### config.mk
export PLATFORM = sky130hd
export DESIGN_NAME = result_box_drawer_flat
export DESIGN_NICKNAME = d
export VERILOG_FILES = /design/src/rtl/result_box_drawer_if.sv /design/src/rtl/result_box_drawer.sv /design/src/flat_wrapper.sv
export SDC_FILE = /design/constraint.sdc
export NUM_CORES = 1
export LEC_CHECK = 0
export BUFFER_PORTS_ARGS = -buffer_cell sky130_fd_sc_hd__buf_2
export CAP_MARGIN = 20
export CELL_PAD_IN_SITES_DETAIL_PLACEMENT = 1
export CELL_PAD_IN_SITES_GLOBAL_PLACEMENT = 1
export CORE_AREA = 2 2 103 105
export CTS_CLUSTER_DIAMETER = 80
export DETAILED_ROUTE_END_ITERATION = 6
export DIE_AREA = 0 0 105 107
export GPL_ROUTABILITY_DRIVEN = 0
export PLACE_DENSITY = 0.87
export SYNTH_ARGS = -nofsm -noshare
export SYNTH_HDL_FRONTEND = slang
export SYNTH_SLANG_ARGS = --single-unit
### constraint.sdc
create_clock -name clk -period 13 [get_ports clk]
set_input_delay 0.65 -clock clk [delete_from_list [all_inputs] [get_ports clk]]
set_output_delay 0.65 -clock clk [all_outputs]
set_load 0.005 [all_outputs]
### src/rtl/result_box_drawer_if.sv
// Command/write bundle between the result-writer control unit and the box drawer.
// The slave side is the drawer: it takes draw commands and drives frame-buffer writes.
interface result_box_drawer_if #(
  parameter int unsigned WIDTH_PIXEL = 4,
  parameter int unsigned WIDTH_ADDR  = 16,
  parameter int unsigned WIDTH_POSI  = 8
);
  logic                   start;
  logic [WIDTH_POSI-1:0]  xpos;
  logic [WIDTH_POSI-1:0]  ypos;
  logic [WIDTH_POSI-1:0]  length;
  logic                   busy;
  logic                   we;
  logic [WIDTH_ADDR-1:0]  addr;
  logic [WIDTH_PIXEL-1:0] wdata;

  modport master (
    output start, xpos, ypos, length,
    input  busy, we, addr, wdata
  );

  modport slave (
    input  start, xpos, ypos, length,
    output busy, we, addr, wdata
  );
endinterface

### src/rtl/result_box_drawer.sv
// Draws one square box outline as single-pixel frame-buffer writes per start pulse.
// Optional macro RESULT_BOX_CLIP_EN suppresses writes to pixels outside the image.
module result_box_drawer #(
  parameter int unsigned            WIDTH_PIXEL = 4,
  parameter int unsigned            WIDTH_ADDR  = 16,
  parameter int unsigned            WIDTH_POSI  = 8,
  parameter int unsigned            IMG_W       = 160,
  parameter int unsigned            IMG_H       = 120,
  parameter logic [WIDTH_PIXEL-1:0] BOX_COLOR   = 4'hF
) (
  input logic              clk,
  input logic              rst,
  result_box_drawer_if.slave bus_io
);

  localparam int unsigned CoordW = WIDTH_POSI + 1;

  typedef logic [CoordW-1:0]     coord_t;
  typedef logic [WIDTH_POSI-1:0] posi_t;

  typedef enum logic [2:0] {
    StIdle,
    StTop,
    StBottom,
    StLeft,
    StRight,
    StFin
  } state_e;

  state_e state_q, state_d;
  posi_t  x_q, x_d, y_q, y_d, len_q, len_d, i_q, i_d;

  logic                   busy_q, busy_d;
  logic                   we_q, we_d;
  logic [WIDTH_ADDR-1:0]  addr_q, addr_d;
  logic [WIDTH_PIXEL-1:0] wdata_q, wdata_d;

  coord_t      i_ext, len_m1, len_m3;
  coord_t      col, row;
  logic        pix;
  logic [31:0] lin;

  assign i_ext  = CoordW'(i_q);
  assign len_m1 = CoordW'(len_q) - CoordW'(1);
  assign len_m3 = CoordW'(len_q) - CoordW'(3);

  always_ff @(posedge clk) begin
    if (rst) begin
      state_q <= StIdle;
      x_q     <= '0;
      y_q     <= '0;
      len_q   <= '0;
      i_q     <= '0;
      busy_q  <= 1'b0;
      we_q    <= 1'b0;
      addr_q  <= '0;
      wdata_q <= '0;
    end else begin
      state_q <= state_d;
      x_q     <= x_d;
      y_q     <= y_d;
      len_q   <= len_d;
      i_q     <= i_d;
      busy_q  <= busy_d;
      we_q    <= we_d;
      addr_q  <= addr_d;
      wdata_q <= wdata_d;
    end
  end

  always_comb begin
    state_d = state_q;
    x_d     = x_q;
    y_d     = y_q;
    len_d   = len_q;
    i_d     = i_q;
    unique case (state_q)
      StIdle: begin
        if (bus_io.start) begin
          x_d     = bus_io.xpos;
          y_d     = bus_io.ypos;
          len_d   = bus_io.length;
          i_d     = '0;
          state_d = (bus_io.length == '0) ? StFin : StTop;
        end
      end
      StTop: begin
        if (i_ext == len_m1) begin
          i_d     = '0;
          state_d = (len_q == posi_t'(1)) ? StFin : StBottom;
        end else begin
          i_d = i_q + posi_t'(1);
        end
      end
      StBottom: begin
        if (i_ext == len_m1) begin
          i_d     = '0;
          state_d = (len_q == posi_t'(2)) ? StFin : StLeft;
        end else begin
          i_d = i_q + posi_t'(1);
        end
      end
      StLeft: begin
        if (i_ext == len_m3) begin
          i_d     = '0;
          state_d = StRight;
        end else begin
          i_d = i_q + posi_t'(1);
        end
      end
      StRight: begin
        if (i_ext == len_m3) begin
          i_d     = '0;
          state_d = StFin;
        end else begin
          i_d = i_q + posi_t'(1);
        end
      end
      StFin:   state_d = StIdle;
      default: state_d = StIdle;
    endcase
  end

  // Outputs are registered, so they are computed from the step about to be entered.
  always_comb begin
    col = CoordW'(x_d);
    row = CoordW'(y_d);
    pix = 1'b1;
    unique case (state_d)
      StTop: begin
        col = CoordW'(x_d) + CoordW'(i_d);
      end
      StBottom: begin
        col = CoordW'(x_d) + CoordW'(i_d);
        row = CoordW'(y_d) + CoordW'(len_d) - CoordW'(1);
      end
      StLeft: begin
        row = CoordW'(y_d) + CoordW'(1) + CoordW'(i_d);
      end
      StRight: begin
        col = CoordW'(x_d) + CoordW'(len_d) - CoordW'(1);
        row = CoordW'(y_d) + CoordW'(1) + CoordW'(i_d);
      end
      default: pix = 1'b0;
    endcase

    lin    = 32'(row) * IMG_W + 32'(col);
    busy_d = (state_d != StIdle);
`ifdef RESULT_BOX_CLIP_EN
    we_d   = pix && (32'(col) < IMG_W) && (32'(row) < IMG_H);
`else
    we_d   = pix;
`endif
    addr_d  = pix ? lin[WIDTH_ADDR-1:0] : '0;
    wdata_d = pix ? BOX_COLOR : '0;
  end

  assign bus_io.busy  = busy_q;
  assign bus_io.we    = we_q;
  assign bus_io.addr  = addr_q;
  assign bus_io.wdata = wdata_q;

endmodule

### src/flat_wrapper.sv
// flat-port wrapper written by rule: the top's interface ports become plain ports
module result_box_drawer_flat 
#(
  parameter int unsigned            WIDTH_PIXEL = 4,
  parameter int unsigned            WIDTH_ADDR  = 16,
  parameter int unsigned            WIDTH_POSI  = 8,
  parameter int unsigned            IMG_W       = 160,
  parameter int unsigned            IMG_H       = 120,
  parameter logic [WIDTH_PIXEL-1:0] BOX_COLOR   = 4'hF
)
  (clk, rst, bus_io_start, bus_io_xpos, bus_io_ypos, bus_io_length, bus_io_busy, bus_io_we, bus_io_addr, bus_io_wdata);
  result_box_drawer_if #(.WIDTH_PIXEL(WIDTH_PIXEL), .WIDTH_ADDR(WIDTH_ADDR), .WIDTH_POSI(WIDTH_POSI)) bus_io_i ();
  input logic clk;
  input logic rst;
  input wire logic [$bits(bus_io_i.start)-1:0] bus_io_start;
  input wire logic [$bits(bus_io_i.xpos)-1:0] bus_io_xpos;
  input wire logic [$bits(bus_io_i.ypos)-1:0] bus_io_ypos;
  input wire logic [$bits(bus_io_i.length)-1:0] bus_io_length;
  output wire logic [$bits(bus_io_i.busy)-1:0] bus_io_busy;
  output wire logic [$bits(bus_io_i.we)-1:0] bus_io_we;
  output wire logic [$bits(bus_io_i.addr)-1:0] bus_io_addr;
  output wire logic [$bits(bus_io_i.wdata)-1:0] bus_io_wdata;
  assign bus_io_i.start = bus_io_start;
  assign bus_io_i.xpos = bus_io_xpos;
  assign bus_io_i.ypos = bus_io_ypos;
  assign bus_io_i.length = bus_io_length;
  assign bus_io_busy = bus_io_i.busy;
  assign bus_io_we = bus_io_i.we;
  assign bus_io_addr = bus_io_i.addr;
  assign bus_io_wdata = bus_io_i.wdata;
  result_box_drawer #(.WIDTH_PIXEL(WIDTH_PIXEL), .WIDTH_ADDR(WIDTH_ADDR), .WIDTH_POSI(WIDTH_POSI), .IMG_W(IMG_W), .IMG_H(IMG_H), .BOX_COLOR(BOX_COLOR)) u_core (.clk(clk), .rst(rst), .bus_io(bus_io_i));
endmodule
==> metrics.txt, run 1 <==
detailed-route via count 4,308; crit path DAT 8300 ps; Final min period 8080 ps; number of synthesized flops with an enable pin 0; largest area contributor in the netlist dfxtp_1; TNS Setup 0 ps; ys async rst share 0; Mapped Cells 584; Max Slew Vio Count 0; most area-consuming cells after synthesis dfxtp_1, ha_1, xnor2_1; Clock Latency Late Sink 320 ps; post-synth top area share 0.217; htree depth 2; DR DRC count 0; Worst Tran Pin Value 987 ps; first-pass GRT wire length 22.7 mm; total of max-cap violations 0; VDD IR-drop max 52.9 uV; via/cell ratio 5.74; Pwr Total 0.555 mW; remaining antenna violation count 0; CP required 13,230 ps; number of buffers added on ports 48; TritonRoute pass-1 iters 4; RSZ-0062 raised after global routing no; critical path peak fanout 14; Mapped Area 0.00489 sq mm; Fin. Hold Viols 0; critical path's slowest cell or4_1; CP Capture Type flip-flop; GRT Overall Usage 0.253; CTS tree yes; Distinct cells, synth 69; Slew HR 0.333; Critical R2R Launch u_core.len_q[0]$_SDFF_PP0_; antenna cell count 0; PD cells 106 mW/mm^2; Max clock buf depth 2; vias in the first global route 4,702; Crit path largest cell delay 650 ps; Layout Nets 716; sequential element share of the synthesized area 0.217; grt ovf 0; hold_sp u_core.x_q[1]$_SDFF_PP0_; Hold Path Stages 2; Leak 2.61 nW; Synthesis Warnings 0; #FFs+latches synth 53; commonest non-fill, non-tap cell in the layout inv_1; row cnt 37; Clock transition at path regs 100 ps; cells on worst reg2reg path 30; post_cts resized 0; Routed WL per cell 18.1 microns; Hold Crit Class reg -> reg; Crit Path Class reg -> reg; first-iteration detailed-routing DRC count 193; final WL 13.6 mm; # Post-CTS Setup Buffers 0; # IOs 49; most frequent cells in the layout inv_1, ha_1, dfxtp_1; starting density of the core 0.484; post-DP HPWL 11.0 mm; crit start category flip-flop; hold_buf cts 0; Syn Area/Cell 8.37 sq um; area added between synthesis and finish 7.22%; Die Y-Extent 107 microns; top_reg_cell synth dfxtp_1; Final period util 0.621; # setup viols final 0; Setup Skew 6.52 ps; status complete, no violations; pin count of the biggest net entering global routing 43; Syn Nets 686; CTS buffer count 5; fmax 0.124 GHz; Sink Count 53; Root Driver clkbuf_8; CP most frequent cell ha_1; initial antenna violation count 0; Setup crit start u_core.len_q[0]$_SDFF_PP0_; Core ar. 0.0101 sq mm; Die Width 105 microns; ratio of cells with drive above 1 in the final layout 0.117; DIE AREA 0.0112 sq mm
## critical path: cells and delay by family, from the launching register on
family	cells	cell delay (ps)
compound gates	14	3220
xor+xnor	2	390
fa+ha+maj	5	1460
buf+inv	3	320
flops	1	410
mux	1	290
simple gates	5	1890
## per-stage QoR
stage	cells	hold WS (ps)	worst slack, ps	utilization	instance area [sq um]
3_3_place_gp	743	512	5510	0.510	5150
3_5_place_dp	743	528	5100	0.510	5150
6_report	751	538	4920	0.519	5240
2_1_floorplan	584	481	5950	-	4890
5_1_grt	751	580	4340	0.519	5240
4_1_cts	751	553	5060	0.519	5240
## per-layer routing
| layer | global-route usage | routed length [microns] | vias to the layer above |
|---|---|---|---|
| li1 | - | - | 2099 |
| met3 | 0.0249 | 449 | 40 |
| met5 | 0 | 0 | - |
| met2 | 0.458 | 6800 | 102 |
| met4 | 0.148 | 690 | 0 |
| met1 | 0.288 | 5660 | 2067 |
## path summary, 6_finish.rpt
check | slack, ps | end
worst min-delay path | 540 | u_core.x_q[1]$_SDFF_PP0_
worst max register to register | 4920 | u_core.bus_io.addr[15]$_SDFF_PP0_
worst min register to register | 540 | u_core.x_q[1]$_SDFF_PP0_
worst max-delay path | 4920 | u_core.bus_io.addr[15]$_SDFF_PP0_
## kinds of logic after synthesis
group,after synthesis,share of synthesized area
simple gates,138,0.142
fa+ha+maj,75,0.201
mux,23,0.0474
compound gates,146,0.208
flops,53,0.217
xor+xnor,52,0.0971
buf+inv,97,0.0868
## power breakdown
group / switching, mW / total [mW] / internal [mW] / leakage [nW]
Clock: 0.0588 / 0.0970 / 0.0381 / 0.0374
Sequential: 0.00849 / 0.184 / 0.176 / 0.434
Combinational: 0.157 / 0.274 / 0.117 / 2.14
## registers in the layout, indices dropped and copies added (netlist names)
name,flops
u_core.state_q,3
u_core.bus_io.wdata,1
u_core.bus_io.addr,16
u_core.x_q,8
u_core.len_q,8
u_core.i_q,8
u_core.y_q,8
u_core.bus_io.busy,1
## synth_stat cells (all sizes together) (4+ instances only)
cell and count:
mux2i 22, nand2 15, nor2b 10, o21ai 19, nand3 13, clkbuf 14, xnor2 33, buf 12
a22oi 10, and3 4, nor3b 7, ha 69, xor2 19, fa 6, nor2 53, a31oi 4
inv 70, a21o 19, o211ai 4, o311ai 4, o21bai 14, nor3 15, a21oi 35, dfxtp 53
and2 6
## layout make-up
class	instances	area, sq um
fillers	1272	4850
multi-input cells	434	3400
flip-flops and latches	53	1060
inverters	71	272
repair buffers	49	248
well taps	136	170
clock buffers	6	72.6
clock inverters	2	15.0
Note: power is estimated with default switching activity, not from simulation.
==> run 2: changes to the inputs <==
--- a/config.mk
+++ b/config.mk
@@ -5,16 +5,17 @@
 export SDC_FILE = /design/constraint.sdc
 export NUM_CORES = 1
 export LEC_CHECK = 0
+export ABC_AREA = 1
 export BUFFER_PORTS_ARGS = -buffer_cell sky130_fd_sc_hd__buf_2
 export CAP_MARGIN = 20
 export CELL_PAD_IN_SITES_DETAIL_PLACEMENT = 1
 export CELL_PAD_IN_SITES_GLOBAL_PLACEMENT = 1
-export CORE_AREA = 2 2 103 105
+export CORE_AREA = 2 2 111 113
 export CTS_CLUSTER_DIAMETER = 80
 export DETAILED_ROUTE_END_ITERATION = 6
-export DIE_AREA = 0 0 105 107
+export DIE_AREA = 0 0 113 115
 export GPL_ROUTABILITY_DRIVEN = 0
-export PLACE_DENSITY = 0.87
+export PLACE_DENSITY = 0.83
 export SYNTH_ARGS = -nofsm -noshare
 export SYNTH_HDL_FRONTEND = slang
 export SYNTH_SLANG_ARGS = --single-unit
==> constraint.sdc (replaced) <==
create_clock -name clk -period 7.9 [get_ports clk]
set_input_delay 0.395 -clock clk [delete_from_list [all_inputs] [get_ports clk]]
set_output_delay 0.395 -clock clk [all_outputs]
set_load 0.005 [all_outputs]
==> run 2 against run 1 <==
  * The flow now finishes with violations (DRC)
  * Non-clock buffer count unchanged
  * Global-route usage down 0.63 points
  * Critical endpoint unchanged
  * Cell count is 27% higher
  * Die area grew 16%
  * Largest cell class unchanged
  * Sequential share of layout area decreased by 1.5 points
==> metrics.txt, run 2 <==
Critical R2R Launch u_core.state_q[0]$_SDFF_PP0_ (was u_core.len_q[0]$_SDFF_PP0_); remaining antenna violation count 0 (unchanged); FF/Latch Area 0.00106 sq mm (unchanged); switching part of the total power 0.400 (was 0.404); first-iteration detailed-routing DRC count 169 (was 193); initial antenna violation count 0 (unchanged); Crit path largest cell delay 720 ps (was 650 ps); CTS tree yes (unchanged); area added between synthesis and finish 10.1% (was 7.22%); pre-CTS setup slack 1790 ps (was 5100 ps); most frequent cells in the layout nand2_1, inv_1, nor2_1 (was inv_1, ha_1, dfxtp_1); DR top layer met4 (unchanged); Hold Crit Class in -> reg (was reg -> reg); complex-gate fraction of the synthesized area 0.112 (was 0.208); P_sw 0.411 mW (was 0.224 mW); Hold Path Stages 3 (was 2); detailed-route via count 4,950 (was 4,308); PD cells 182 mW/mm^2 (was 106 mW/mm^2); critical path's slowest cell inv_1 (was or4_1); Leak 3.15 nW (was 2.61 nW); critical path peak fanout 17 (was 14); vias in the first global route 5,303 (was 4,702); Die Width 113 microns (was 105 microns); Pwr Total 1.03 mW (was 0.555 mW); Metal-1 WL 6.70 mm (was 5.66 mm); Routed WL per cell 15.8 microns (was 18.1 microns); grt ovf 0 (unchanged); htree depth 2 (unchanged); Syn Area/Cell 6.69 sq um (was 8.37 sq um); ratio of cells with drive above 1 in the final layout 0.143 (was 0.117); commonest non-fill, non-tap cell in the layout nand2_1 (was inv_1); VDD IR-drop max 86.9 uV (was 52.9 uV); crit path DAT 6410 ps (was 8300 ps); status finished with violations (was complete, no violations); reg2reg end u_core.bus_io.addr[15]$_SDFF_PP0_ (unchanged); hold endpoint u_core.x_q[5]$_SDFF_PP0_ (was u_core.x_q[1]$_SDFF_PP0_); multi-input combinational cell area 0.00345 sq mm (was 0.00340 sq mm); row cnt 40 (was 37); hold_sp bus_io_xpos[5] (was u_core.x_q[1]$_SDFF_PP0_); P_int 0.616 mW (was 0.331 mW); antenna cell count 0 (unchanged); pin count of the biggest net entering global routing 28 (was 43); failing checks DRC; # setup viols final 0 (unchanged); max reg flops 16 (unchanged); first-pass GRT wire length 25.4 mm (was 22.7 mm); proportion of power drawn by the clock network 0.253 (was 0.175); Setup Skew 9.20 ps (was 6.52 ps); post-synthesis adder-cell area fraction 0.192 (was 0.201); crit start category flip-flop (unchanged); Mapped Cells 767 (was 584); Worst Tran Pin Value 993 ps (was 987 ps); sequential element share of the synthesized area 0.207 (was 0.217); largest family of logic cells by synthesized area simple AND/OR/NAND/NOR gates (was compound AO/OA/AOI/OAI gates); Gate power share 0.456 (was 0.493); # placed instances 948 (was 743); Layout Nets 910 (was 716); TritonRoute pass-1 iters 6 (was 4); GRT Overall Usage 0.246 (was 0.253); Clock transition at path regs 70 ps (was 100 ps); Max Slew Vio Count 0 (unchanged); TNS Setup 0 ps (unchanged); post_cts resized 0 (unchanged); post-DP HPWL 12.4 mm (was 11.0 mm); post-route cell area 0.00564 sq mm (was 0.00524 sq mm); Root Driver clkbuf_16 (was clkbuf_8); CP Capture Type flip-flop (unchanged); Mapped Area 0.00513 sq mm (was 0.00489 sq mm); placed cell areas 0.00548 sq mm (was 0.00515 sq mm); Fin. Hold Viols 0 (unchanged); XOR/XNOR share of the synthesized area 0.0530 (was 0.0971); Sequential Power Share 0.291 (was 0.332); hold_buf cts 0 (unchanged); CP required 8140 ps (was 13,230 ps); r2r setup slk 1730 ps (was 4920 ps); RSZ-0062 raised after global routing no (unchanged); Synthesis Warnings 0 (unchanged); Sink Count 53 (unchanged); Clock Latency Late Sink 320 ps (about the same); # Post-CTS Setup Buffers 0 (unchanged); final WL 15.1 mm (was 13.6 mm); post-synth top area share 0.207 (was 0.217); synth cell count leaders nand2_1, inv_1, nor2_1, ha_1, dfxtp_1 (was inv_1, ha_1, dfxtp_1, nor2_1, a21oi_1); # IOs 49 (unchanged); most area-consuming cells after synthesis dfxtp_1, ha_1, nand2_1 (was dfxtp_1, ha_1, xnor2_1); number of buffers added on ports 48 (unchanged); Syn Nets 869 (was 686); PnR worst setup slack 1730 ps (was 4920 ps); number of synthesized flops with an enable pin 0 (unchanged); Slew HR 0.331 (was 0.333); via/cell ratio 5.18 (was 5.74); starting density of the core 0.434 (was 0.484); total of max-cap violations 0 (unchanged); final std cells w/o fill 956 (was 751); largest area contributor in the netlist dfxtp_1 (unchanged); top_reg_cell synth dfxtp_1 (unchanged); wire length on met3 346 microns (was 449 microns); CTS buffer count 5 (unchanged); Core ar. 0.0118 sq mm (was 0.0101 sq mm); Max clock buf depth 2 (unchanged); count leader, synth nand2_1 (was inv_1); #FFs+latches synth 53 (unchanged); simple-gate share of the synthesized area 0.313 (was 0.142); Crit Path Class reg -> reg (unchanged); mux cell area share after synthesis 0.00390 (was 0.0474); Final period util 0.781 (was 0.621); DR DRC count 3 (was 0); routed wl met2 7.59 mm (was 6.80 mm); Distinct cells, synth 41 (was 69); fmax 0.162 GHz (was 0.124 GHz); cells on worst reg2reg path 29 (was 30); ys async rst share 0 (unchanged); Die Y-Extent 115 microns (was 107 microns); Final min period 6170 ps (was 8080 ps); Layout fillers 1,614 (was 1,272); DIE AREA 0.0130 sq mm (was 0.0112 sq mm)
-- run 2: changes by cell type after synthesis, sizes merged, moves of 19 or more --
cell,previous run,this run
nand2,15,166
inv,70,140
nor2,53,100
nand3,13,43
or2,0,24
xnor2,33,9
o21ai,19,42
mux2i,22,2
a21o,19,0
-- run 2: worst max-delay path by stage --
stage,startpoint,endpoint,slack [ps]
after floorplan,u_core.len_q[0]$_SDFF_PP0_,u_core.bus_io.addr[15]$_SDFF_PP0_,2520
after global placement,u_core.state_q[0]$_SDFF_PP0_,u_core.bus_io.addr[15]$_SDFF_PP0_,2000
after detailed placement,u_core.state_q[1]$_SDFF_PP0_,u_core.bus_io.addr[15]$_SDFF_PP0_,1790
after CTS,u_core.state_q[0]$_SDFF_PP0_,u_core.bus_io.addr[15]$_SDFF_PP0_,1660
after global routing,u_core.len_q[0]$_SDFF_PP0_,u_core.bus_io.addr[15]$_SDFF_PP0_,950
final,u_core.state_q[0]$_SDFF_PP0_,u_core.bus_io.addr[15]$_SDFF_PP0_,1730
-- run 2: final cells by class --
class                           instances  area share
Sequential cell                        53       0.188
Inverter                              141      0.0942
Clock inverter                          2     0.00687
Tap cell                              147      0.0326
Timing Repair Buffer                   49      0.0439
Multi-Input combinational cell        558       0.612
Clock buffer                            6      0.0228
-- run 2: metal layers --
layer  vias to the layer above  global-route usage
li1                       2497                   -
met1                      2384               0.289
met4                         0              0.0813
met3                        18              0.0416
met5                         -                   0
met2                        51               0.456
-- run 2: worst max-delay path: cells and delay by family (launching register included) --
family	cells	cell delay, ps
flip-flops	1	350
XOR/XNOR	2	370
AO/OA/AOI/OAI	10	1830
AND/OR/NAND/NOR	9	1310
buffers and inverters	4	930
adder cells (fa/ha/maj)	4	1290
-- run 2: metrics by stage --
step,util,hold WS [ps]
finish,0.478,456
detailed placement,0.464,635
global route,0.478,471
global placement,0.464,603
CTS,0.478,456
floorplan,-,507
-- run 2: cell families after synthesis --
family	after synthesis
simple gates	351
buf+inv	156
compound gates	99
fa+ha+maj	75
flops	53
xor+xnor	31
mux	2
-- run 2: power by group through the flow --
stage | combinational [mW] | sequential [mW] | clock (mW)
after floorplan | 0.346 | 0.303 | 0
after global placement | 0.439 | 0.304 | 0
after detailed placement | 0.466 | 0.305 | 0
after CTS | 0.474 | 0.299 | 0.268
after global routing | 0.538 | 0.301 | 0.278
final | 0.468 | 0.298 | 0.260
==> run 3: changes to the inputs <==
--- a/config.mk
+++ b/config.mk
@@ -10,12 +10,12 @@
 export CAP_MARGIN = 20
 export CELL_PAD_IN_SITES_DETAIL_PLACEMENT = 1
 export CELL_PAD_IN_SITES_GLOBAL_PLACEMENT = 1
-export CORE_AREA = 2 2 111 113
+export CORE_AREA = 2 2 118 120
 export CTS_CLUSTER_DIAMETER = 80
 export DETAILED_ROUTE_END_ITERATION = 6
-export DIE_AREA = 0 0 113 115
+export DIE_AREA = 0 0 120 122
 export GPL_ROUTABILITY_DRIVEN = 0
-export PLACE_DENSITY = 0.83
+export PLACE_DENSITY = 0.77
 export SYNTH_ARGS = -nofsm -noshare
 export SYNTH_HDL_FRONTEND = slang
 export SYNTH_SLANG_ARGS = --single-unit
==> constraint.sdc (replaced) <==
create_clock -name clk -period 5.2 [get_ports clk]
set_input_delay 0.26 -clock clk [delete_from_list [all_inputs] [get_ports clk]]
set_output_delay 0.26 -clock clk [all_outputs]
set_load 0.005 [all_outputs]
==> run 3 against run 2 <==
  * The flow finishes with violations (setup timing)
  * Combinational power grew 130%
  * Critical path depth rose by 12
  * Die area is 13% higher
  * Via count rose by 17%
  * Design area increased by 25%
  * Non-clock buffer count increased by 106
  * Count of clock-buffer cells in the layout down 1
  * Register-to-register slack lost 2100 ps
  * Clock power increased by 35%
  * Critical path type unchanged
  * Largest cell class unchanged
==> metrics.txt, run 3 (same netlist as run 2, synthesis figures left out) <==
max reg flops 16 (unchanged); hold_buf cts 0 (unchanged); critical path peak fanout 4 (was 17); Routed WL per cell 19.3 microns (was 15.8 microns); # setup viols final 6 (was 0); Pwr Total 1.90 mW (was 1.03 mW); Clock Latency Late Sink 300 ps (was 320 ps); Sink Count 53 (unchanged); crit path buf inv count 6 (was 4); Layout Nets 1,016 (was 910); fmax 0.179 GHz (was 0.162 GHz); layer with the highest usage met2 (unchanged); Root Driver clkbuf_16 (unchanged); cell family with most CP delay simple AND/OR/NAND/NOR gates (was compound AO/OA/AOI/OAI gates); via/cell ratio 5.28 (was 5.18); Setup crit start u_core.len_q[0]$_SDFF_PP0_ (was u_core.state_q[0]$_SDFF_PP0_); Final min period 5600 ps (was 6170 ps); failing checks setup timing (was DRC); Clock transition at path regs 80 ps (was 70 ps); Max Slew Vio Count 0 (unchanged); Leak 3.68 nW (was 3.15 nW); Layout fillers 1,753 (was 1,614); Hold Crit Class in -> reg (unchanged); row cnt 43 (was 40); Hold Slack 311 ps (was 456 ps); TNS Setup -1840 ps (was 0 ps); pre-CTS setup slack -440 ps (was 1790 ps); first-pass GRT wire length 30.0 mm (was 25.4 mm); Die Width 120 microns (was 113 microns); commonest non-fill, non-tap cell in the layout nand2_1 (unchanged); PD cells 269 mW/mm^2 (was 182 mW/mm^2); Slew HR 0.551 (was 0.331); first-iteration detailed-routing DRC count 259 (was 169); VDD IR-drop max 153 uV (was 86.9 uV); CP Capture Type flip-flop (unchanged); total of max-cap violations 0 (unchanged); CTS buffer count 5 (unchanged); Fin. Hold Viols 0 (unchanged); Final period util 1.08 (was 0.781); initial antenna violation count 0 (unchanged); crit path DAT 5830 ps (was 6410 ps); CP required 5440 ps (was 8140 ps); Crit Path Class reg -> reg (unchanged); # IOs 49 (unchanged); Die Y-Extent 122 microns (was 115 microns); DR DRC count 0 (was 3); final core area utilization 0.524 (was 0.478); vias in the first global route 6,106 (was 5,303); most frequent cells in the layout nand2_1, inv_1, buf_4 (was nand2_1, inv_1, nor2_1); met3 GRT Util 0.0342 (was 0.0416); area added between synthesis and finish 37.9% (was 10.1%); met2 GRT Util 0.493 (was 0.456); ratio of cells with drive above 1 in the final layout 0.356 (was 0.143); remaining antenna violation count 0 (unchanged); htree depth 2 (unchanged); hold_sp bus_io_xpos[5] (unchanged); Max clock buf depth 2 (unchanged); Setup Skew 6.91 ps (was 9.20 ps); number of buffers added on ports 48 (unchanged); Core ar. 0.0135 sq mm (was 0.0118 sq mm); Worst Tran Pin Value 666 ps (was 993 ps); crit start category flip-flop (unchanged); Critical R2R Launch u_core.len_q[0]$_SDFF_PP0_ (was u_core.state_q[0]$_SDFF_PP0_); TritonRoute pass-1 iters 5 (was 6); grt ovf 0 (unchanged); CP most frequent cell nand2_2; GR met1 Demand/Resource 0.279 (was 0.289); post-DP HPWL 13.9 mm (was 12.4 mm); critical path's slowest cell dfxtp_4 (was inv_1); antenna cell count 0 (unchanged); detailed-route via count 5,778 (was 4,950); DIE AREA 0.0146 sq mm (was 0.0130 sq mm); pin count of the biggest net entering global routing 28 (unchanged); starting density of the core 0.380 (was 0.434); GRT Overall Usage 0.258 (was 0.246); PnR worst setup slack -397 ps (was 1730 ps); Crit path largest cell delay 390 ps (was 720 ps); status finished with violations (unchanged); CTS tree yes (unchanged); RSZ-0062 raised after global routing yes (was no); final WL 21.2 mm (was 15.1 mm)
run 3: cell types whose count changed in the layout (fill, tap and decap cells not counted), sizes merged:
cell / previous run / this run
buf: 49 / 155
inv: 140 / 141
clkinvlp: 0 / 1
clkbuf: 6 / 5
bufinv: 1 / 0
run 3: area by class of cell:
type | instances | area, sq um | area share
Sequential cell | 53 | 1070 | 0.151
Clock buffer | 5 | 125 | 0.0177
Clock inverter | 3 | 21.3 | 0.00301
Inverter | 141 | 539 | 0.0762
Timing Repair Buffer | 155 | 1090 | 0.154
Tap cell | 180 | 225 | 0.0318
Multi-Input combinational cell | 558 | 4010 | 0.566
run 3: power by group:
| part | switching [mW] | internal, mW | total (mW) |
|---|---|---|---|
| combinational | 0.613 | 0.480 | 1.09 |
| clock | 0.170 | 0.180 | 0.350 |
| sequential | 0.0184 | 0.438 | 0.456 |
| total | 0.802 | 1.10 | 1.90 |
run 3: timing repair:
action	4_1_cts	5_1_grt
setup endpoints to repair	5	7
pin swaps	39	52
resized for setup	58	80
setup buffers	27	13
run 3: path summary, 6_finish.rpt:
kind / to / slack [ps] / depth (start not counted)
worst max-delay path: u_core.bus_io.addr[15]$_SDFF_PP0_ / -400 / 41
worst min-delay path: u_core.x_q[5]$_SDFF_PP0_ / 310 / 3
worst max register to register: u_core.bus_io.addr[15]$_SDFF_PP0_ / -400 / 41
worst min register to register: u_core.y_q[0]$_SDFF_PP0_ / 600 / 2
run 3: layer usage:
metal,up-vias,wire length (microns)
li1,2717,-
met1,2839,8000
met2,144,11300
met3,78,621
met4,0,1220
met5,-,0
run 3: per-stage QoR:
stage               instance area [sq um]  cells
floorplan                            5150    767
global placement                     6040   1048
detailed placement                   6040   1048
CTS                                  6650   1083
global route                         7070   1095
finish                               7070   1095
run 3: tightest hold or removal path, stage by stage:
cell and delay, ps:
buf_2 70, o21ai_0 140, nor2_1 110
